## src/rtl/rv32_alu_pkg.sv

```systemverilog
// Shared constants for the ALU issue stage: datapath width, ALU control codes, opcodes.
package rv32_alu_pkg;

    localparam int XLEN = 32;

    localparam logic [3:0] ALU_ADD = 4'b0000;
    localparam logic [3:0] ALU_SUB = 4'b1000;
    localparam logic [3:0] ALU_XOR = 4'b0100;
    localparam logic [3:0] ALU_OR  = 4'b0110;
    localparam logic [3:0] ALU_AND = 4'b0111;

    localparam logic [6:0] OP_R     = 7'b0110011;
    localparam logic [6:0] OP_IMM   = 7'b0010011;
    localparam logic [6:0] OP_LOAD  = 7'b0000011;
    localparam logic [6:0] OP_STORE = 7'b0100011;

endpackage

```

## src/rtl/alu_issue_if.sv

```systemverilog
// Upstream instruction, forwarding and downstream ALU-side signals of the issue stage.
interface alu_issue_if;
    import rv32_alu_pkg::*;

    // Valid/ready: a transfer happens on a rising edge where valid && ready are both 1;
    // valid never waits on ready, and the slot holds all outputs while out_valid && !out_ready.
    logic            flush;
    logic            in_valid;
    logic            in_ready;
    logic [6:0]      opcode;
    logic [2:0]      funct3;
    logic            funct7_5;
    logic [4:0]      rs1_addr;
    logic [4:0]      rs2_addr;
    logic [XLEN-1:0] rs1_data;
    logic [XLEN-1:0] rs2_data;
    logic [XLEN-1:0] imm;
    logic [4:0]      rd_addr;

    logic            ex_fwd_valid;
    logic            wb_fwd_valid;
    logic [4:0]      ex_fwd_rd;
    logic [4:0]      wb_fwd_rd;
    logic [XLEN-1:0] ex_fwd_data;
    logic [XLEN-1:0] wb_fwd_data;

    logic            out_valid;
    logic            out_ready;
    logic [XLEN-1:0] input_a;
    logic [XLEN-1:0] input_b;
    logic [3:0]      ctrl;
    logic [XLEN-1:0] store_data;
    logic [4:0]      rd_out;
    logic            illegal;

    modport master (
        output flush, in_valid, opcode, funct3, funct7_5, rs1_addr, rs2_addr,
               rs1_data, rs2_data, imm, rd_addr,
               ex_fwd_valid, wb_fwd_valid, ex_fwd_rd, wb_fwd_rd, ex_fwd_data, wb_fwd_data,
               out_ready,
        input  in_ready, out_valid, input_a, input_b, ctrl, store_data, rd_out, illegal
    );

    modport slave (
        input  flush, in_valid, opcode, funct3, funct7_5, rs1_addr, rs2_addr,
               rs1_data, rs2_data, imm, rd_addr,
               ex_fwd_valid, wb_fwd_valid, ex_fwd_rd, wb_fwd_rd, ex_fwd_data, wb_fwd_data,
               out_ready,
        output in_ready, out_valid, input_a, input_b, ctrl, store_data, rd_out, illegal
    );

endinterface

```

## src/rtl/alu_ctrl_decode.sv

```systemverilog
// Combinational opcode/funct decode into ALU control code, operand-B select and illegal flag.
module alu_ctrl_decode
    import rv32_alu_pkg::*;
(
    input  logic [6:0] opcode,
    input  logic [2:0] funct3,
    input  logic       funct7_5,
    output logic [3:0] ctrl,
    output logic       use_imm,
    output logic       illegal
);

    always_comb begin
        ctrl    = ALU_ADD;
        use_imm = 1'b0;
        illegal = 1'b0;
        case (opcode)
            OP_R, OP_IMM: begin
                use_imm = (opcode == OP_IMM);
                case (funct3)
                    // funct7_5 only selects subtract for register-register ops.
                    3'b000:  ctrl = (opcode == OP_R && funct7_5) ? ALU_SUB : ALU_ADD;
                    3'b100:  ctrl = ALU_XOR;
                    3'b110:  ctrl = ALU_OR;
                    3'b111:  ctrl = ALU_AND;
                    default: illegal = 1'b1;
                endcase
            end
            OP_LOAD, OP_STORE: use_imm = 1'b1;
            default:           illegal = 1'b1;
        endcase
    end

endmodule

```

## src/rtl/alu_issue_stage.sv

```systemverilog
// Registered ALU issue slot with operand resolution and flush.
// Define FORWARD_EN to enable EX/WB result forwarding; otherwise operands come from the register file.
module alu_issue_stage
    import rv32_alu_pkg::*;
(
    input  logic        clk,
    input  logic        rst,
    alu_issue_if.slave  bus
);

    logic [3:0]      dec_ctrl;
    logic            dec_use_imm;
    logic            dec_illegal;
    logic [XLEN-1:0] rs1_res;
    logic [XLEN-1:0] rs2_res;
    logic            accept;

    logic            out_valid_q;
    logic [XLEN-1:0] input_a_q;
    logic [XLEN-1:0] input_b_q;
    logic [3:0]      ctrl_q;
    logic [XLEN-1:0] store_data_q;
    logic [4:0]      rd_out_q;
    logic            illegal_q;

    alu_ctrl_decode u_decode (
        .opcode   (bus.opcode),
        .funct3   (bus.funct3),
        .funct7_5 (bus.funct7_5),
        .ctrl     (dec_ctrl),
        .use_imm  (dec_use_imm),
        .illegal  (dec_illegal)
    );

`ifdef FORWARD_EN
    // EX is the younger producer, so it wins over WB; rd 0 never forwards.
    always_comb begin
        if (bus.rs1_addr == 5'd0)
            rs1_res = '0;
        else if (bus.ex_fwd_valid && bus.ex_fwd_rd != 5'd0 && bus.ex_fwd_rd == bus.rs1_addr)
            rs1_res = bus.ex_fwd_data;
        else if (bus.wb_fwd_valid && bus.wb_fwd_rd != 5'd0 && bus.wb_fwd_rd == bus.rs1_addr)
            rs1_res = bus.wb_fwd_data;
        else
            rs1_res = bus.rs1_data;
    end

    always_comb begin
        if (bus.rs2_addr == 5'd0)
            rs2_res = '0;
        else if (bus.ex_fwd_valid && bus.ex_fwd_rd != 5'd0 && bus.ex_fwd_rd == bus.rs2_addr)
            rs2_res = bus.ex_fwd_data;
        else if (bus.wb_fwd_valid && bus.wb_fwd_rd != 5'd0 && bus.wb_fwd_rd == bus.rs2_addr)
            rs2_res = bus.wb_fwd_data;
        else
            rs2_res = bus.rs2_data;
    end
`else
    logic unused_fwd;
    assign unused_fwd = ^{bus.ex_fwd_valid, bus.wb_fwd_valid, bus.ex_fwd_rd, bus.wb_fwd_rd,
                          bus.ex_fwd_data, bus.wb_fwd_data};

    assign rs1_res = (bus.rs1_addr == 5'd0) ? '0 : bus.rs1_data;
    assign rs2_res = (bus.rs2_addr == 5'd0) ? '0 : bus.rs2_data;
`endif

    assign bus.in_ready = !out_valid_q || bus.out_ready;
    assign accept       = bus.in_valid && bus.in_ready;

    // Flush only kills validity; stale operands stay put since nothing downstream looks at them.
    always_ff @(posedge clk) begin
        if (rst) begin
            out_valid_q  <= 1'b0;
            input_a_q    <= '0;
            input_b_q    <= '0;
            ctrl_q       <= ALU_ADD;
            store_data_q <= '0;
            rd_out_q     <= '0;
            illegal_q    <= 1'b0;
        end else if (bus.flush) begin
            out_valid_q  <= 1'b0;
            illegal_q    <= 1'b0;
        end else if (accept) begin
            out_valid_q  <= 1'b1;
            input_a_q    <= rs1_res;
            input_b_q    <= dec_use_imm ? bus.imm : rs2_res;
            ctrl_q       <= dec_ctrl;
            store_data_q <= rs2_res;
            rd_out_q     <= bus.rd_addr;
            illegal_q    <= dec_illegal;
        end else if (bus.out_ready) begin
            out_valid_q  <= 1'b0;
        end
    end

    assign bus.out_valid  = out_valid_q;
    assign bus.input_a    = input_a_q;
    assign bus.input_b    = input_b_q;
    assign bus.ctrl       = ctrl_q;
    assign bus.store_data = store_data_q;
    assign bus.rd_out     = rd_out_q;
    assign bus.illegal    = illegal_q;

endmodule

```

## src/flat_wrapper.sv

```systemverilog
// flat-port wrapper written by rule: the top's interface ports become plain ports
module alu_issue_stage_flat import rv32_alu_pkg::*;
  (clk, rst, bus_flush, bus_in_valid, bus_opcode, bus_funct3, bus_funct7_5, bus_rs1_addr, bus_rs2_addr, bus_rs1_data, bus_rs2_data, bus_imm, bus_rd_addr, bus_ex_fwd_valid, bus_wb_fwd_valid, bus_ex_fwd_rd, bus_wb_fwd_rd, bus_ex_fwd_data, bus_wb_fwd_data, bus_out_ready, bus_in_ready, bus_out_valid, bus_input_a, bus_input_b, bus_ctrl, bus_store_data, bus_rd_out, bus_illegal);
  alu_issue_if bus_i ();
  input  logic clk;
  input  logic rst;
  input wire logic [$bits(bus_i.flush)-1:0] bus_flush;
  input wire logic [$bits(bus_i.in_valid)-1:0] bus_in_valid;
  input wire logic [$bits(bus_i.opcode)-1:0] bus_opcode;
  input wire logic [$bits(bus_i.funct3)-1:0] bus_funct3;
  input wire logic [$bits(bus_i.funct7_5)-1:0] bus_funct7_5;
  input wire logic [$bits(bus_i.rs1_addr)-1:0] bus_rs1_addr;
  input wire logic [$bits(bus_i.rs2_addr)-1:0] bus_rs2_addr;
  input wire logic [$bits(bus_i.rs1_data)-1:0] bus_rs1_data;
  input wire logic [$bits(bus_i.rs2_data)-1:0] bus_rs2_data;
  input wire logic [$bits(bus_i.imm)-1:0] bus_imm;
  input wire logic [$bits(bus_i.rd_addr)-1:0] bus_rd_addr;
  input wire logic [$bits(bus_i.ex_fwd_valid)-1:0] bus_ex_fwd_valid;
  input wire logic [$bits(bus_i.wb_fwd_valid)-1:0] bus_wb_fwd_valid;
  input wire logic [$bits(bus_i.ex_fwd_rd)-1:0] bus_ex_fwd_rd;
  input wire logic [$bits(bus_i.wb_fwd_rd)-1:0] bus_wb_fwd_rd;
  input wire logic [$bits(bus_i.ex_fwd_data)-1:0] bus_ex_fwd_data;
  input wire logic [$bits(bus_i.wb_fwd_data)-1:0] bus_wb_fwd_data;
  input wire logic [$bits(bus_i.out_ready)-1:0] bus_out_ready;
  output wire logic [$bits(bus_i.in_ready)-1:0] bus_in_ready;
  output wire logic [$bits(bus_i.out_valid)-1:0] bus_out_valid;
  output wire logic [$bits(bus_i.input_a)-1:0] bus_input_a;
  output wire logic [$bits(bus_i.input_b)-1:0] bus_input_b;
  output wire logic [$bits(bus_i.ctrl)-1:0] bus_ctrl;
  output wire logic [$bits(bus_i.store_data)-1:0] bus_store_data;
  output wire logic [$bits(bus_i.rd_out)-1:0] bus_rd_out;
  output wire logic [$bits(bus_i.illegal)-1:0] bus_illegal;
  assign bus_i.flush = bus_flush;
  assign bus_i.in_valid = bus_in_valid;
  assign bus_i.opcode = bus_opcode;
  assign bus_i.funct3 = bus_funct3;
  assign bus_i.funct7_5 = bus_funct7_5;
  assign bus_i.rs1_addr = bus_rs1_addr;
  assign bus_i.rs2_addr = bus_rs2_addr;
  assign bus_i.rs1_data = bus_rs1_data;
  assign bus_i.rs2_data = bus_rs2_data;
  assign bus_i.imm = bus_imm;
  assign bus_i.rd_addr = bus_rd_addr;
  assign bus_i.ex_fwd_valid = bus_ex_fwd_valid;
  assign bus_i.wb_fwd_valid = bus_wb_fwd_valid;
  assign bus_i.ex_fwd_rd = bus_ex_fwd_rd;
  assign bus_i.wb_fwd_rd = bus_wb_fwd_rd;
  assign bus_i.ex_fwd_data = bus_ex_fwd_data;
  assign bus_i.wb_fwd_data = bus_wb_fwd_data;
  assign bus_i.out_ready = bus_out_ready;
  assign bus_in_ready = bus_i.in_ready;
  assign bus_out_valid = bus_i.out_valid;
  assign bus_input_a = bus_i.input_a;
  assign bus_input_b = bus_i.input_b;
  assign bus_ctrl = bus_i.ctrl;
  assign bus_store_data = bus_i.store_data;
  assign bus_rd_out = bus_i.rd_out;
  assign bus_illegal = bus_i.illegal;
  alu_issue_stage u_core (.clk(clk), .rst(rst), .bus(bus_i));
endmodule
```

## config.mk

```make
export PLATFORM = sky130hd
export DESIGN_NAME = alu_issue_stage_flat
export DESIGN_NICKNAME = d
export VERILOG_FILES = /design/src/rtl/rv32_alu_pkg.sv /design/src/rtl/alu_issue_if.sv /design/src/rtl/alu_ctrl_decode.sv /design/src/rtl/alu_issue_stage.sv /design/src/flat_wrapper.sv
export SDC_FILE = /design/constraint.sdc
export NUM_CORES = 1
export LEC_CHECK = 0
export ABC_AREA = 0
export BUFFER_PORTS_ARGS = -buffer_cell sky130_fd_sc_hd__buf_2
export CAP_MARGIN = 20
export CORE_AREA = 2 2 122 124
export CTS_BUF_LIST = sky130_fd_sc_hd__clkbuf_4 sky130_fd_sc_hd__clkbuf_8
export DETAILED_ROUTE_END_ITERATION = 7
export DIE_AREA = 0 0 124 126
export SKIP_CTS_REPAIR_TIMING = 1
export SYNTH_ARGS = -nofsm -noshare
export SYNTH_HDL_FRONTEND = slang
export SYNTH_SLANG_ARGS = --single-unit
```

## constraint.sdc

```tcl
create_clock -name clk -period 1.73 [get_ports clk]
set_clock_uncertainty 0.05 [all_clocks]
set_input_delay 0.0865 -clock clk [delete_from_list [all_inputs] [get_ports clk]]
set_output_delay 0.0865 -clock clk [all_outputs]
set_load 0.005 [all_outputs]
```

# == Word-level counts from Yosys, hierarchy flattened ==
# Cells that the tools add are included.
# totals
ff_bits,107
inputBits,203
output_inout_bits,108
wordCells,39
# op_classes
eq_ne,7
mux,11
n_bitwise,1
reduce_logical,13
# op_table
cell,n
$mux 32,3
$pmux 4 s4,1
$eq 7x6->1 const B,2
$logic_not 5->1,2
$eq 3x3->1 const B,3
$mux 4,2
$eq 7x2->1 const B,1
$eq 7x5->1 const B,1
$reduce_or 2->1,3
$pmux 1 s2,2
$reduce_or 4->1,1
$logic_not 3->1,1
$mux 1,3
$logic_and 1x1->1,2
$reduce_and 2->1,1
$reduce_bool 2->1,1
$logic_not 1->1,1
$logic_or 1x1->1,1
$not 1->1,1

# == Longest topological paths before layout ==
# Gate-level depths: netlist of the first run.
# depth
ltp_word,5
ltp_mapped,7
mapped_depth_nobuf,5

# == Cells and area by module ==
# From an unflattened synthesis of the first run, not the netlist that was laid out.
# hier_totals
hier_cells,653
area_unflattened_um2,5400.2
# by_module_without_submodules
mod,instances,cells_per_inst,area_each_um2,seq_area_each_um2
alu_issue_stage,1,637,5281.3,2142.1
alu_ctrl_decode,1,16,118.9,0.0

# == Worst setup path before layout of the first run ==
# OpenSTA, ideal clock, no wires.
# synth_path
kind,register to register
start,"reg u_core.out_valid_q, in the netlist u_core.bus.out_valid"
end,"reg u_core.input_b_q[14], in the netlist u_core.bus.input_b[14]"
setup_time_ns,0.081
arrival_time_ns,1.232
setup_slack_ns,0.367
path_stages_with_launch,7
n_path_buf,1
cell_sequence,dfxtp_1 -> nor2b_4 -> inv_2 -> nand3b_2 -> buf_1 -> a21oi_1 -> a211oi_2
# synth_between
elab_chain_len,4
# synth_rtl
item,line_no,source
from (decl),alu_issue_stage.sv:18,logic out_valid_q;
from (signal assigned),alu_issue_stage.sv:73,out_valid_q <= 1'b0;
from (signal assigned),alu_issue_stage.sv:81,out_valid_q <= 1'b0;
from (signal assigned),alu_issue_stage.sv:84,out_valid_q <= 1'b1;
$logic_not 1->1,alu_issue_stage.sv:67,assign bus.in_ready = !out_valid_q || bus.out_ready;
$logic_or 1x1->1,alu_issue_stage.sv:67,
net bus_in_ready,flat_wrapper.sv:25,output wire logic [$bits(bus_i.in_ready)-1:0] bus_in_ready;
$logic_and 1x1->1,alu_issue_stage.sv:68,assign accept = bus.in_valid && bus.in_ready;
$reduce_and 2->1 (no line),-,
to (signal assigned),alu_issue_stage.sv:86,input_b_q <= dec_use_imm ? bus.imm : rs2_res;
to (decl),alu_issue_stage.sv:20,logic [XLEN-1:0] input_b_q;
# The timed path passes the listed nets, and every way through them passes these cells.
# A chain may end at the register's enable or synchronous reset.

# == Worst setup path after layout of the first run ==
# layout_path
start,in bus_opcode[2]
end,"reg u_core.input_b_q[15], in the netlist u_core.bus.input_b[15]"
# layout_between
elab_chain_len,4
word_cells_on_any_way,8
# layout_rtl
item,line_no,source
from (decl),flat_wrapper.sv:9,input wire logic [$bits(bus_i.opcode)-1:0] bus_opcode;
"$eq 7x2->1, or another cell as far along",alu_ctrl_decode.sv:17,case (opcode)
$reduce_or 2->1,alu_ctrl_decode.sv:17,
$pmux 1 s2 (*),alu_ctrl_decode.sv:17,
$mux 32 (*),alu_issue_stage.sv:86,
# Mark *: on every way between the ends. The rest lies on a longest branch, timed or not.

==> results of run 1 <==
power by group through the flow:
stage                     combinational (mW)  clock [mW]  sequential, mW
after global placement                 0.770           0            2.70
final                                  0.942        1.56            2.65
after floorplan                        0.362           0            2.72
after global routing                    1.04        1.71            2.67
after detailed placement               0.775           0            2.70
after CTS                              0.776        1.63            2.65
layout make-up:
cell class / instances / share of cell area
clock inverter: 7 / 0.00996
clock buffer: 9 / 0.0179
sequential: 107 / 0.310
tap: 184 / 0.0333
timing repair buffer: 340 / 0.335
multi-input combinational: 375 / 0.293
inverter: 2 / 0.00109
antenna: 1 / 0.000362
per-stage QoR:
| stage | cell area [um2] | util | worst slack [ns] | cells | power, mW |
|---|---|---|---|---|---|
| 2_1_floorplan | 4400 | - | 0.367 | 534 | 3.08 |
| 3_3_place_gp | 5790 | 0.405 | 0.294 | 916 | 3.47 |
| 3_5_place_dp | 5790 | 0.405 | 0.271 | 916 | 3.48 |
| 4_1_cts | 5980 | 0.418 | 0.249 | 932 | 5.06 |
| 5_1_grt | 6910 | 0.482 | 0.151 | 1024 | 5.42 |
| 6_report | 6910 | 0.483 | 0.221 | 1025 | 5.16 |
critical path, stage by stage:
cell           delay, ns
dlygate4sd3_1       0.55
buf_2               0.15
a211oi_2            0.15
and2_2              0.31
buf_12              0.20
a21oi_1             0.09
a211oi_2            0.22
kinds of logic after synthesis:
family	Yosys count	synth area share
AND/OR/NAND/NOR	232	0.241
AO/OA/AOI/OAI	143	0.215
flip-flops	107	0.487
buffers and inverters	52	0.0566
sequential cells by signal, indices dropped and copies added (netlist names):
signal,cells
u_core.bus.input_a,32
u_core.bus.out_valid,1
u_core.bus.input_b,32
u_core.bus.rd_out,5
u_core.bus.illegal,1
u_core.bus.ctrl,4
u_core.bus.store_data,32
metal layers:
| metal | part of all wire | vias to the layer above | wire, um | track usage |
|---|---|---|---|---|
| li1 | - | 2458 | - | - |
| met1 | 0.43 | 2272 | 6830 | 0.235 |
| met2 | 0.47 | 193 | 7350 | 0.275 |
| met3 | 0.086 | 19 | 1360 | 0.0611 |
| met4 | 0.015 | 0 | 244 | 0.0549 |
| met5 | 0 | - | 0 | 0 |
how the worst min path moves through the flow:
stage,startpoint,endpoint,slack [ns],cells after the start
CTS,bus_rd_addr[4],u_core.bus.rd_out[4]$_SDFFE_PP0P_,-0.15,3
global placement,bus_rd_addr[1],u_core.bus.rd_out[1]$_SDFFE_PP0P_,0.28,3
finish,bus_imm[0],u_core.bus.input_b[0]$_SDFFE_PP0P_,-0.009,3
detailed placement,bus_rd_addr[4],u_core.bus.rd_out[4]$_SDFFE_PP0P_,0.28,3
global route,bus_imm[11],u_core.bus.input_b[11]$_SDFFE_PP0P_,0.003,3
floorplan,bus_in_valid,u_core.bus.out_valid$_SDFFE_PP0P_,0.16,1
placed cells by master, fill, tap and decap left out, types with 2 or more instances in the layout:
| cell type | n |
|---|---|
| clkbuf_8 | 9 |
| nor3_1 | 4 |
| buf_4 | 6 |
| o21ai_0 | 3 |
| nand3_1 | 100 |
| buf_2 | 233 |
| a21oi_1 | 96 |
| buf_12 | 9 |
| nand2_1 | 81 |
| dfxtp_1 | 107 |
| dlygate4sd3_1 | 92 |
| nor2_1 | 35 |
| nand3b_1 | 2 |
| clkinvlp_4 | 2 |
| inv_8 | 4 |
| a21oi_2 | 9 |
| a211oi_1 | 11 |
| a211oi_2 | 22 |
==> flow_metrics.tcl, run 1 <==
set metrics [dict create \
    status "complete, but fails checks" \
    failed_checks "hold timing" \
    finalMaxSlewViolations 0 \
    grt_start_max_net_pins 67 \
    synth_common_cells "dfxtp_1, nand3_1, a21oi_1" \
    setup.worst_path.end "u_core.bus.input_b[15]$_SDFFE_PP0P_" \
    vias 4942 \
    final_layout_size_suffix_gt1_frac 0.358 \
    syn_nets 737 \
    grt.overflow.total 0 \
    drc 0 \
    crit_start "bus_opcode[2]" \
    cts.sinks 107 \
    crit_path_end_kind "flip-flop" \
    yosys_warnings 0 \
    internal_power_mw 3.65 \
    nFillCells 1370 \
    async_reset_ff_frac 0 \
    yosysUniqueCellTypes 28 \
    start_util 0.307 \
    hold_path_class "in2reg" \
    finalNetCount 1038 \
    clk_latency_ns 0.37 \
    synth_most_common_cell "dfxtp_1" \
    tns_ns 0 \
    grt_pass1_wl_mm 21.7 \
    synth-seq-area-share 0.487 \
    ys.flop_type "dfxtp_1" \
    synthTopCellsByArea "dfxtp_1, nand3_1, a21oi_1" \
    cp.arrival_ns 1.77 \
    hold_violations 1 \
    via_per_inst 4.82 \
    yosysTopAreaCell "dfxtp_1" \
    die-area_mm2 0.0156 \
    leakage_nw 3.11 \
    antenna_left 0 \
    synth_area_mm2 0.00440 \
    reg2reg_setup_slack_ns 0.25 \
    period_minus_slack_ns 1.51 \
    reg2reg_depth 5 \
    cts_tree "yes" \
    seq_power_share 0.514 \
    io_pins 311 \
    hpwl_mm 10.2 \
    p_sw_frac 0.293 \
    rr_endpoint "u_core.bus.store_data[30]$_SDFFE_PP0P_" \
    die_w_um 124 \
    synthCells 534 \
    drtPass1Iterations 5 \
    critPathKind "in2reg" \
    numPortBuffers 234 \
    die_h_um 126 \
    rsz0062_at_grt "false" \
    cellPowerDensity_mw_per_mm2 746 \
    critPathLaunchType "primary input" \
    dr.first_iter.drc_count 287 \
    switchingPower_mw 1.51 \
    max_freq_mhz 663 \
    htreeDepth 3 \
    routedWlPerCell_um 15.4 \
    drv_cap 0 \
    core_mm2 0.0143 \
    totalWireLength_mm 15.8 \
    clockPowerShare 0.303 \
    setup_viol 0 \
    grt_antenna_before_repair 1 \
    root_buffer "clkbuf_8" \
    slew-limit-headroom 0.647 \
    synthToLayoutAreaGrowth_pct 57.0 \
    finalCritPeriodShare 0.872 \
    numCtsBuffers 9 \
    power_frac_comb 0.183 \
    cp_data_required_time_ns 1.99 \
    ys_seq_elements 107 \
    max-vdd-ir-drop_mv 0.361 \
    synth-edff-count 0 \
    hold_slack_ns -0.00855 \
    rows 44 \
    multi_input_comb_area_mm2 0.00202 \
    yosys.area.top_type_share 0.487 \
    grt_pass1_vias 4085 \
    seq_area_mm2 0.00214 \
    grt_util_all_layers 0.179 \
    critPathMaxFanout 17 \
    worst_pin_slew_ns 0.524 \
    avgSynthCellArea_um2 8.24 \
    max-clock-path-buffers 2 \
    reg2reg_from "u_core.bus.out_valid$_SDFFE_PP0P_" \
    gp_congestion 0.745 \
    path_clk_slew_ns 0.12 \
]
No activity file was read; power rests on OpenSTA's default activity.
==> run 2: changes to the inputs <==
--- a/config.mk
+++ b/config.mk
@@ -12,6 +12,7 @@
 export CTS_BUF_LIST = sky130_fd_sc_hd__clkbuf_4 sky130_fd_sc_hd__clkbuf_8
 export DETAILED_ROUTE_END_ITERATION = 7
 export DIE_AREA = 0 0 124 126
+export PLACE_DENSITY = 0.68
 export SKIP_CTS_REPAIR_TIMING = 1
 export SYNTH_ARGS = -nofsm -noshare
 export SYNTH_HDL_FRONTEND = slang
==> flow_metrics.tcl, run 2 (synthesis gave the netlist of run 1 again) <==
set metrics [dict create \
    diodes 0 \
    rsz0062_at_grt "false" \
    finalNetCount 1036 \
    final_common_cell "buf_2" \
    cellPowerDensity_mw_per_mm2 773 \
    place_area_mm2 0.00577 \
    numPortBuffers 234 \
    slowest_delay_ns 0.32 \
    synthToLayoutAreaGrowth_pct 56.6 \
    final_layout_size_suffix_gt1_frac 0.359 \
    grt_start_max_net_pins 65 \
    worst_hold_startpoint "bus_imm[1]" \
    drtPass1Iterations 4 \
    rows 44 \
    htreeDepth 3 \
    crit_path_end_kind "flip-flop" \
    drc 0 \
    tns_ns 0 \
    antenna_left 0 \
    gp_congestion 0.796 \
    cp_slowest_cell "dfxtp_1" \
    hold_violations 0 \
    hold_depth 3 \
    total_power_mw 5.32 \
    grt_antenna_before_repair 2 \
    hold_path_class "in2reg" \
    max_freq_mhz 671 \
    crit_buf_inv 1 \
    critPathKind "reg2reg" \
    grt_pass1_vias 4124 \
    hold_slack_ns 0.00699 \
    finalCritPeriodShare 0.862 \
    critPathMaxFanout 56 \
    grt.overflow.total 0 \
    cp_data_required_time_ns 1.97 \
    drv_cap 0 \
    cp_top_family "simple AND/OR/NAND/NOR gates" \
    max-vdd-ir-drop_mv 0.401 \
    setup_viol 0 \
    rr_endpoint "u_core.bus.input_b[7]$_SDFFE_PP0P_" \
    grt_util_all_layers 0.175 \
    holdPathEnd "u_core.bus.input_b[1]$_SDFFE_PP0P_" \
    max-clock-path-buffers 2 \
    leakage_nw 3.11 \
    vias 4954 \
    hpwl_mm 10.1 \
    dr.first_iter.drc_count 218 \
    finalMaxSlewViolations 0 \
    via_per_inst 4.85 \
    root_buffer "clkbuf_8" \
    slew-limit-headroom 0.550 \
    reg2reg_setup_slack_ns 0.24 \
    cts.sinks 107 \
    critPathLaunchType "flip-flop" \
    reg2reg_depth 5 \
    die-area_mm2 0.0156 \
    totalWireLength_mm 15.8 \
    layout_common_cells "buf_2, dfxtp_1, nand3_1, a21oi_1, dlygate4sd3_1" \
    cts_tree "yes" \
    clk_latency_ns 0.37 \
    reg2reg_from "u_core.bus.out_valid$_SDFFE_PP0P_" \
    start_util 0.307 \
    design_area_mm2 0.00689 \
    grt_pass1_wl_mm 21.3 \
    period_minus_slack_ns 1.49 \
    worstPathCellList "nor2b_4 -> nor3b_4 -> buf_12 -> nor2_1 -> a211oi_1" \
    numCtsBuffers 9 \
    core_mm2 0.0143 \
    die_h_um 126 \
    cp.arrival_ns 1.73 \
    routedWlPerCell_um 15.4 \
    io_pins 311 \
    status "finished, final reports clean" \
    nFillCells 1371 \
    die_w_um 124 \
    worst_pin_slew_ns 0.675 \
    path_clk_slew_ns 0.10 \
]
run 2: changes by cell type in the layout (fill, tap and decap cells not counted), moves of 2 or more:
cell,previous run,this run
bufinv_16,0,2
inv_8,4,0
inv_6,0,2
buf_4,6,8
dlygate4sd3_1,92,90
buf_12,9,7
run 2: power breakdown:
group | leakage, nW | internal [mW] | switching (mW) | total [mW]
clock | 0.110 | 0.826 | 0.908 | 1.73
sequential | 0.876 | 2.59 | 0.0586 | 2.65
combinational | 2.12 | 0.485 | 0.457 | 0.942
run 2: worst max path at each step:
stage / cells past startpoint / endpoint / start / slack (ns)
6_report: 5 / u_core.bus.input_b[7]$_SDFFE_PP0P_ / u_core.bus.out_valid$_SDFFE_PP0P_ / 0.24
5_1_grt: 5 / u_core.bus.input_b[7]$_SDFFE_PP0P_ / u_core.bus.out_valid$_SDFFE_PP0P_ / 0.13
4_1_cts: 6 / u_core.bus.input_a[31]$_SDFFE_PP0P_ / u_core.bus.out_valid$_SDFFE_PP0P_ / 0.25
3_5_place_dp: 6 / u_core.bus.input_a[31]$_SDFFE_PP0P_ / u_core.bus.out_valid$_SDFFE_PP0P_ / 0.26
3_3_place_gp: 6 / u_core.bus.input_b[24]$_SDFFE_PP0P_ / u_core.bus.out_valid$_SDFFE_PP0P_ / 0.28
2_1_floorplan: 6 / u_core.bus.input_b[14]$_SDFFE_PP0P_ / u_core.bus.out_valid$_SDFFE_PP0P_ / 0.37
run 2: layout make-up:
class	instances	area, um2	area share
inverter	2	7.51	0.00109
clock inverter	7	98.8	0.0143
clock buffer	9	124	0.0180
timing repair buffer	338	2270	0.329
sequential	107	2140	0.311
tap	184	230	0.0334
multi-input combinational	375	2020	0.293
run 2: through the flow:
step                instances   util  worst slack [ns]
finish                   1022  0.481             0.239
global route             1022  0.481             0.125
CTS                       932  0.418             0.250
detailed placement        916  0.403             0.257
global placement          916  0.403             0.280
floorplan                 534      -             0.367
run 2: routing by layer:
| metal | vias up | track usage | wire length (um) |
|---|---|---|---|
| li1 | 2452 | - | - |
| met1 | 2286 | 0.217 | 6670 |
| met2 | 182 | 0.281 | 7620 |
| met3 | 30 | 0.0616 | 1170 |
| met4 | 4 | 0.0568 | 275 |
| met5 | - | 0 | 26 |
run 2: worst min-delay path: cells and delay by family:
| kind | cells | cell delay (ns) |
|---|---|---|
| AO/OA/AOI/OAI | 2 | 0.22 |
| buffers and inverters | 1 | 0.09 |
